--- src/rtl/four_bit_adder.sv ---
// four_bit_adder
//   4-bit ripple-carry adder with carry-in, carry-out and signed overflow.
//   The combinational result comes from four chained full-adder cells.
//   A registered copy of the result is kept for synchronous consumers.
//
// Ports (declaration order is fixed for positional instantiations):
//   sum     out [3:0]  combinational sum, (a + b + c) mod 16
//   c_out   out        combinational carry out of bit 3
//   c       in         carry in to bit 0
//   a, b    in  [3:0]  operands, two's complement (same bits when unsigned)
//   clk     in         rising-edge clock, registered outputs only
//   rst     in         asynchronous active-high reset, registered outputs only
//   ovf     out        combinational signed overflow
//   sum_q   out [3:0]  registered sum
//   c_out_q out        registered carry out
//   ovf_q   out        registered overflow

module fa_cell (
   input  logic a,
   input  logic b,
   input  logic ci,
   output logic s,
   output logic co
);
   assign s  = a ^ b ^ ci;
   assign co = (a & b) | (a & ci) | (b & ci);
endmodule

module four_bit_adder (
   output logic [3:0] sum,
   output logic       c_out,
   input  logic       c,
   input  logic [3:0] a,
   input  logic [3:0] b,
   input  logic       clk,
   input  logic       rst,
   output logic       ovf,
   output logic [3:0] sum_q,
   output logic       c_out_q,
   output logic       ovf_q
);
   // k[i] is the carry into cell i; k[4] leaves the top cell.
   logic [4:0] k;

   assign k[0] = c;

   fa_cell u_fa [3:0] (
      .a  (a),
      .b  (b),
      .ci (k[3:0]),
      .s  (sum),
      .co (k[4:1])
   );

   assign c_out = k[4];
   // Signed overflow: carry into the sign bit differs from carry out of it.
   assign ovf   = k[4] ^ k[3];

   always_ff @(posedge clk or posedge rst) begin
      if (rst) begin
         sum_q   <= 4'b0000;
         c_out_q <= 1'b0;
         ovf_q   <= 1'b0;
      end else begin
         sum_q   <= sum;
         c_out_q <= c_out;
         ovf_q   <= ovf;
      end
   end
endmodule

--- config.mk ---
export PLATFORM = sky130hd
export DESIGN_NAME = four_bit_adder
export DESIGN_NICKNAME = d
export VERILOG_FILES = /design/src/rtl/four_bit_adder.sv
export SDC_FILE = /design/constraint.sdc
export NUM_CORES = 1
export LEC_CHECK = 0
export ABC_AREA = 1
export CAP_MARGIN = 20
export CORE_AREA = 2 2 39 41
export DETAILED_ROUTE_END_ITERATION = 8
export DIE_AREA = 0 0 41 43
export GPL_ROUTABILITY_DRIVEN = 0
export GPL_TIMING_DRIVEN = 1
export HOLD_SLACK_MARGIN = 0.15
export PLACE_DENSITY = 0.56
export RECOVER_POWER = 50
export SYNTH_ARGS = -nofsm -noshare
export SYNTH_HDL_FRONTEND = slang
export SYNTH_HIERARCHICAL = 1
export SYNTH_SLANG_ARGS = --single-unit
--- constraint.sdc ---
create_clock -name clk -period 3.2 [get_ports clk]
set_clock_uncertainty 0.15 [all_clocks]
set_input_delay 0.48 -clock clk [delete_from_list [all_inputs] [get_ports clk]]
set_output_delay 0.48 -clock clk [all_outputs]
set_load 0.05 [all_outputs]
# After elaboration in Yosys (flattened, before gate mapping)
# Index checks and enable logic that the tools add are counted.
# word_totals
romBits	0
elab_cells	32
latch_bits	0
output_inout_bits	12
reg_bits	6
mem_count	0
ramBits	0
# classes
reduce_logical	0
n_lt_le_gt_ge	0
muxes	0
eq_ne	0
bitwise	29
shifts	0
div	0
n_mul	0
addsub	0
# op_table
cell	n
AND 1 bit	12
XOR 1 bit	9
OR 1 bit	8

# Logic depth before layout (Yosys ltp)
# Gate-level depths: netlist of run 1.
# depth
ltp_word	13
ltp_mapped	7
ltp_nobuf	7

# By module
# The synthesis of run 1 kept the hierarchy.
# by_module_without_submodules
module	seq_area_each_um2	n_inst	cells_each	area_each_um2
four_bit_adder	150.1	1	12	172.7
fa_cell	0.0	4	1	20.0

# Worst setup path before layout of run 1
# No wires, ideal clock.
# synth_timing
path_kind	input to output
start	in a[0]
end	out ovf
stages	7
path_slack_ns	-0.280
arrival_ns	2.850
path_cell_list	fa_1 -> fa_1 -> fa_1 -> fa_1 -> inv_1 -> nand2_1 -> nand2_1
# synth_via
elab_chain_cells	13
elab_cells_between_ends	17
cone_classes	bitwise: 17
# synth_rtl
item	line	source
start, declared	33	input logic [3:0] a,
AND 1 bit	26	assign co = (a & b) | (a & ci) | (b & ci);
OR 1 bit * (2 in a row)	26	
AND 1 bit	26	
OR 1 bit	26	
OR 1 bit *	26	
via k[2]	43	logic [4:0] k;
AND 1 bit	26	
OR 1 bit	26	
OR 1 bit *	26	
via k[3]	43	
AND 1 bit	26	
OR 1 bit	26	
OR 1 bit *	26	
via c_out	31	output logic c_out,
XOR 1 bit *	57	assign ovf = k[4] ^ k[3];
end, declared	37	output logic ovf,
# Mark *: on every way through the listed nets, which the timed path passes. The rest lies on a longest branch.

# Worst setup path in the final report of run 1
# layout_timing
start	in c
end	out sum[3]
# layout_via
elab_chain_cells	10
elab_cells_between_ends	13
cone_classes	bitwise: 13
# layout_rtl
item	line	source
start, declared	32	input logic c,
AND 1 bit	26	
OR 1 bit	26	
OR 1 bit *	26	
via k[1]	43	
AND 1 bit	26	
OR 1 bit	26	
OR 1 bit *	26	
via k[2]	43	
AND 1 bit	26	
OR 1 bit	26	
OR 1 bit *	26	
via k[3]	43	
XOR 1 bit *	25	assign s = a ^ b ^ ci;
end, declared	30	output logic [3:0] sum,
# Marks and branches as above.

==> results.md, run 1 <==
Floorplanning:
- The die covers 1760 um^2.
- The die outline width is roughly 41 um.
- Once the floorplan was initialized, standard cells occupied between 10% and 20% of the core.
- The die extent in y is ~43 um.
- In this run the count of I/O pins placed on the die edge is 23.
- The core area is around 1400 um^2.
- In this run the core area contains 14 standard-cell rows.

Job:
- The tool flagged a number of max-cap violations equal to 0.

Placement:
- The setup slack after placement is -365 ps.
- Including well taps, the total number of placed cells is 57.
- The HPWL after detailed placement is around 540 um.
- The count of buffers from port buffering is 22.

CTS:
- The cts-stage hold buffer count is 0.
- The number of buffers on the longest clock path is 2.
- CTS built an H-tree with a depth of 1.
- The total clock buffers created by CTS is 3.
- TritonCTS built the clock tree.
- After clock tree synthesis, the setup repair step added 0 buffers.
- The clock slew at the register clock pins of the worst setup and hold paths is about 40 ps.
- The root buffer cell chosen for the clock tree is sky130_fd_sc_hd__clkbuf_4.
- Counting every sink on the clock net gives 6.

Global routing:
- The initial antenna violation count is 0.
- Entering global routing, the biggest net connects 7 pins.
- The total track usage is 8.61%.
- The residual overflow from global routing is 0.
- The number of global-route vias before repair was between 200 and 300.
- The wire length of the first global-routing pass is 979 um.

Route:
- After detailed routing, the number of vias per cell comes to about 3.6.
- For this block, the routed nets add up to around 600 um of wire.
- The routed length per instance is 9.80 um.
- The first detailed-routing pass ran for 4 iterations.
- The via count is about 220.
- The count of nets left with antenna violations once routing finished came out at 0.
- The first-iteration detailed-routing DRC count is 4.
- The number of design rule violations left after detail routing is 0.

STA:
- The post-route worst setup slack is 136 ps.
- Measured against its own limit, the worst slew margin works out to 66.3%.
- Of the available clock period, the critical path in the final layout requires about 96%.
- Setup violations remaining at the end of the flow were counted as 0.
- The hold violation count in the final report is 0.
- The minimum clock period is between 3000 and 4000 ps.
- The final-layout worst hold slack is between 400 and 500 ps.
- The max-slew violation count is 0.
- For the pin with the worst max-slew slack, the measured transition is ~500 ps.
- The peak clock frequency supported by timing is between 300 and 400 MHz.
- In the final timing run, aggregate negative setup slack is 0 ps.
- Setup repair after global routing left no endpoint under its margin.

Power:
- VDD sags by at most 284 uV.
- The clock share of power is about 18%.
- Dividing total power by cell area gives a power density of 620 nW/um^2.
- Cell internal power was estimated by the tool at 215 uW.
- The share of total power dissipated in combinational logic is 56.9%.
- The switching portion of total power is 40.9%.
- For this design the total switching power over the nets is approximately 150 uW.
- Registers are responsible for 25.0% of the overall power.
- For this design the static power due to leakage is approximately 0.00026 uW.

Critical path:
- The required time at the endpoint of the critical path is roughly 2600 ps.
- The slowest library cell on the worst path is sky130_fd_sc_hd__fa_2.
- For this run, the slowest stage of the critical path takes approximately 590 ps.
- The path type of the worst setup path is input port to primary output.
- The startpoint kind of the worst setup timing path is an input port.
- Walking the worst path, the cells encountered are clkdlybuf4s15_1, fa_2, fa_2, fa_2, fa_2, buf_12.
- By instance count, the cell type seen most on the critical path is sky130_fd_sc_hd__fa_2.
- The endpoint class of the critical path is a primary output.
- Along the worst path, the maximum fanout reaches 2.
- Data arrives at the worst endpoint at between 2000 and 2500 ps.

Logic synthesis:
- The post-synthesis instance total is 16.
- The number of flip-flops and latches in the synthesized netlist is 6.
- The synthesized netlist devotes 0% of its cell area to XOR and XNOR gates.
- A synthesized cell averages about 16 um^2.
- Summing every instance area after synthesis gives 253 um^2.
- After Yosys synthesis, full adders, half adders and majority gates account for around a third of the synthesized area.
- The multiplexer fraction of the synthesized cell area is 0%.
- The post-synthesis simple-gate area fraction is between 4 and 5%.
- Synthesis produced a netlist with a net count of 31.
- The yosys synthesis warning count is 6.
- The dominant combinational cell family by area after synthesis is adder cells.
- The number of different library cells used by synthesis comes to 4.
- The fraction of the yosys area taken by sequential cells is between 50% and 60%.
- The area fraction in compound gates after synthesis is 0%.

Cells and area:
- The post-synthesis to final-layout area growth is 132%.
- The final non-filler cell total is 60.
- The number of fill cells is 131.
- At the end of the flow, the number of nets in the layout was a little over 60.
- The ratio of cells with drive above 1 in the final layout is 50.0%.
- 0 antenna diodes ended up in the layout.
- The library cells used most frequently in the layout, excluding fill and tap cells, are 9 x sky130_fd_sc_hd__clkdlybuf4s50_1, 6 x sky130_fd_sc_hd__dfrtp_1, 5 x sky130_fd_sc_hd__buf_4.
- The library cell used most frequently in the layout, excluding fill and tap cells, is sky130_fd_sc_hd__clkdlybuf4s50_1.
- At the end of the flow the core is filled with cells to around 42%.

Outcome:
- The run finished with clean final reports.

Worst hold path:
- The path class of the tightest hold or removal check is input port to async pin.
[logic make-up (layout without fill, tap and decap cells)]
family                   Yosys count  count (layout)
flip-flops                         6               6
adder cells (fa/ha/maj)            4               4
AND/OR/NAND/NOR                    3               3
buffers and inverters              3              31
[metal layers]
layer / GRT usage (%) / up-vias / routed length [um]
li1: - / 101 / -
met1: 9.27 / 91 / 185
met2: 11.9 / 23 / 260
met3: 5.24 / 0 / 143
met4: 6.00 / 0 / 0
met5: 0 / - / 0
[power groups by stage]
stage	clock, uW	sequential, uW	combinational [uW]
2_1_floorplan	0	137	72.1
3_3_place_gp	0	92.0	207
3_5_place_dp	0	92.6	209
4_1_cts	68.5	91.5	212
5_1_grt	76.1	91.7	219
6_report	65.9	90.7	206
[state kept, by name, indices dropped and copies added, names as in the netlist]
register / cells
c_out_q: 1
sum_q: 4
ovf_q: 1
[Yosys cell counts]
cell                      number  area (um^2)
sky130_fd_sc_hd__inv_1         3         11.3
sky130_fd_sc_hd__nand2_1       3         11.3
sky130_fd_sc_hd__fa_1          4         80.1
sky130_fd_sc_hd__dfrtp_1       6          150
[layout make-up]
cell class              count  area, um^2  share of cell area [%]
repair buffers             25         268                    45.7
flip-flops and latches      6         150                    25.6
multi-input cells           7         114                    19.4
clock buffers               3        22.5                    3.85
well taps                  16        20.0                    3.42
inverters                   3        11.3                    1.92
[final timing paths]
check | startpoint | to | slack (ps) | cells after the start
max in group asynchronous | rst | sum_q[2] | 2290 | 2
min in group clk | b[0] | sum_q[0] | 450 | 2
min | rst | sum_q[1] | 430 | 2
max | c | sum[3] | 140 | 6
[worst max-delay path: cells and delay by family]
family / cells / cell delay, ps
fa+ha+maj: 4 / 1630
buf+inv: 2 / 320
[stage by stage]
step / power [uW] / area (um^2)
after detailed placement: 301 / 561
final: 363 / 586
after CTS: 372 / 592
after global routing: 387 / 586
after floorplan: 209 / 263
after global placement: 299 / 561
[timing repair]
| action | CTS | global route |
|---|---|---|
| gates resized for setup | 10 | 4 |
| pin swaps | 4 | 5 |
| setup endpoints to repair | 3 | 2 |
Power figures use the tool's default switching activity.
==> run 2, diff against run 1 <==
--- a/config.mk
+++ b/config.mk
@@ -8,6 +8,7 @@
 export ABC_AREA = 1
 export CAP_MARGIN = 20
 export CORE_AREA = 2 2 39 41
+export CTS_CLUSTER_DIAMETER = 60
 export DETAILED_ROUTE_END_ITERATION = 8
 export DIE_AREA = 0 0 41 43
 export GPL_ROUTABILITY_DRIVEN = 0
==> results of run 2 <==
Same layout as run 1: the final DEF is identical, and so are final timing and power.
==> run 3, diff against run 2 <==
--- a/config.mk
+++ b/config.mk
@@ -16,6 +16,7 @@
 export HOLD_SLACK_MARGIN = 0.15
 export PLACE_DENSITY = 0.56
 export RECOVER_POWER = 50
+export SLEW_MARGIN = 20
 export SYNTH_ARGS = -nofsm -noshare
 export SYNTH_HDL_FRONTEND = slang
 export SYNTH_HIERARCHICAL = 1
==> results of run 3 <==
Same layout as run 1: the final DEF is identical, and so are final timing and power.
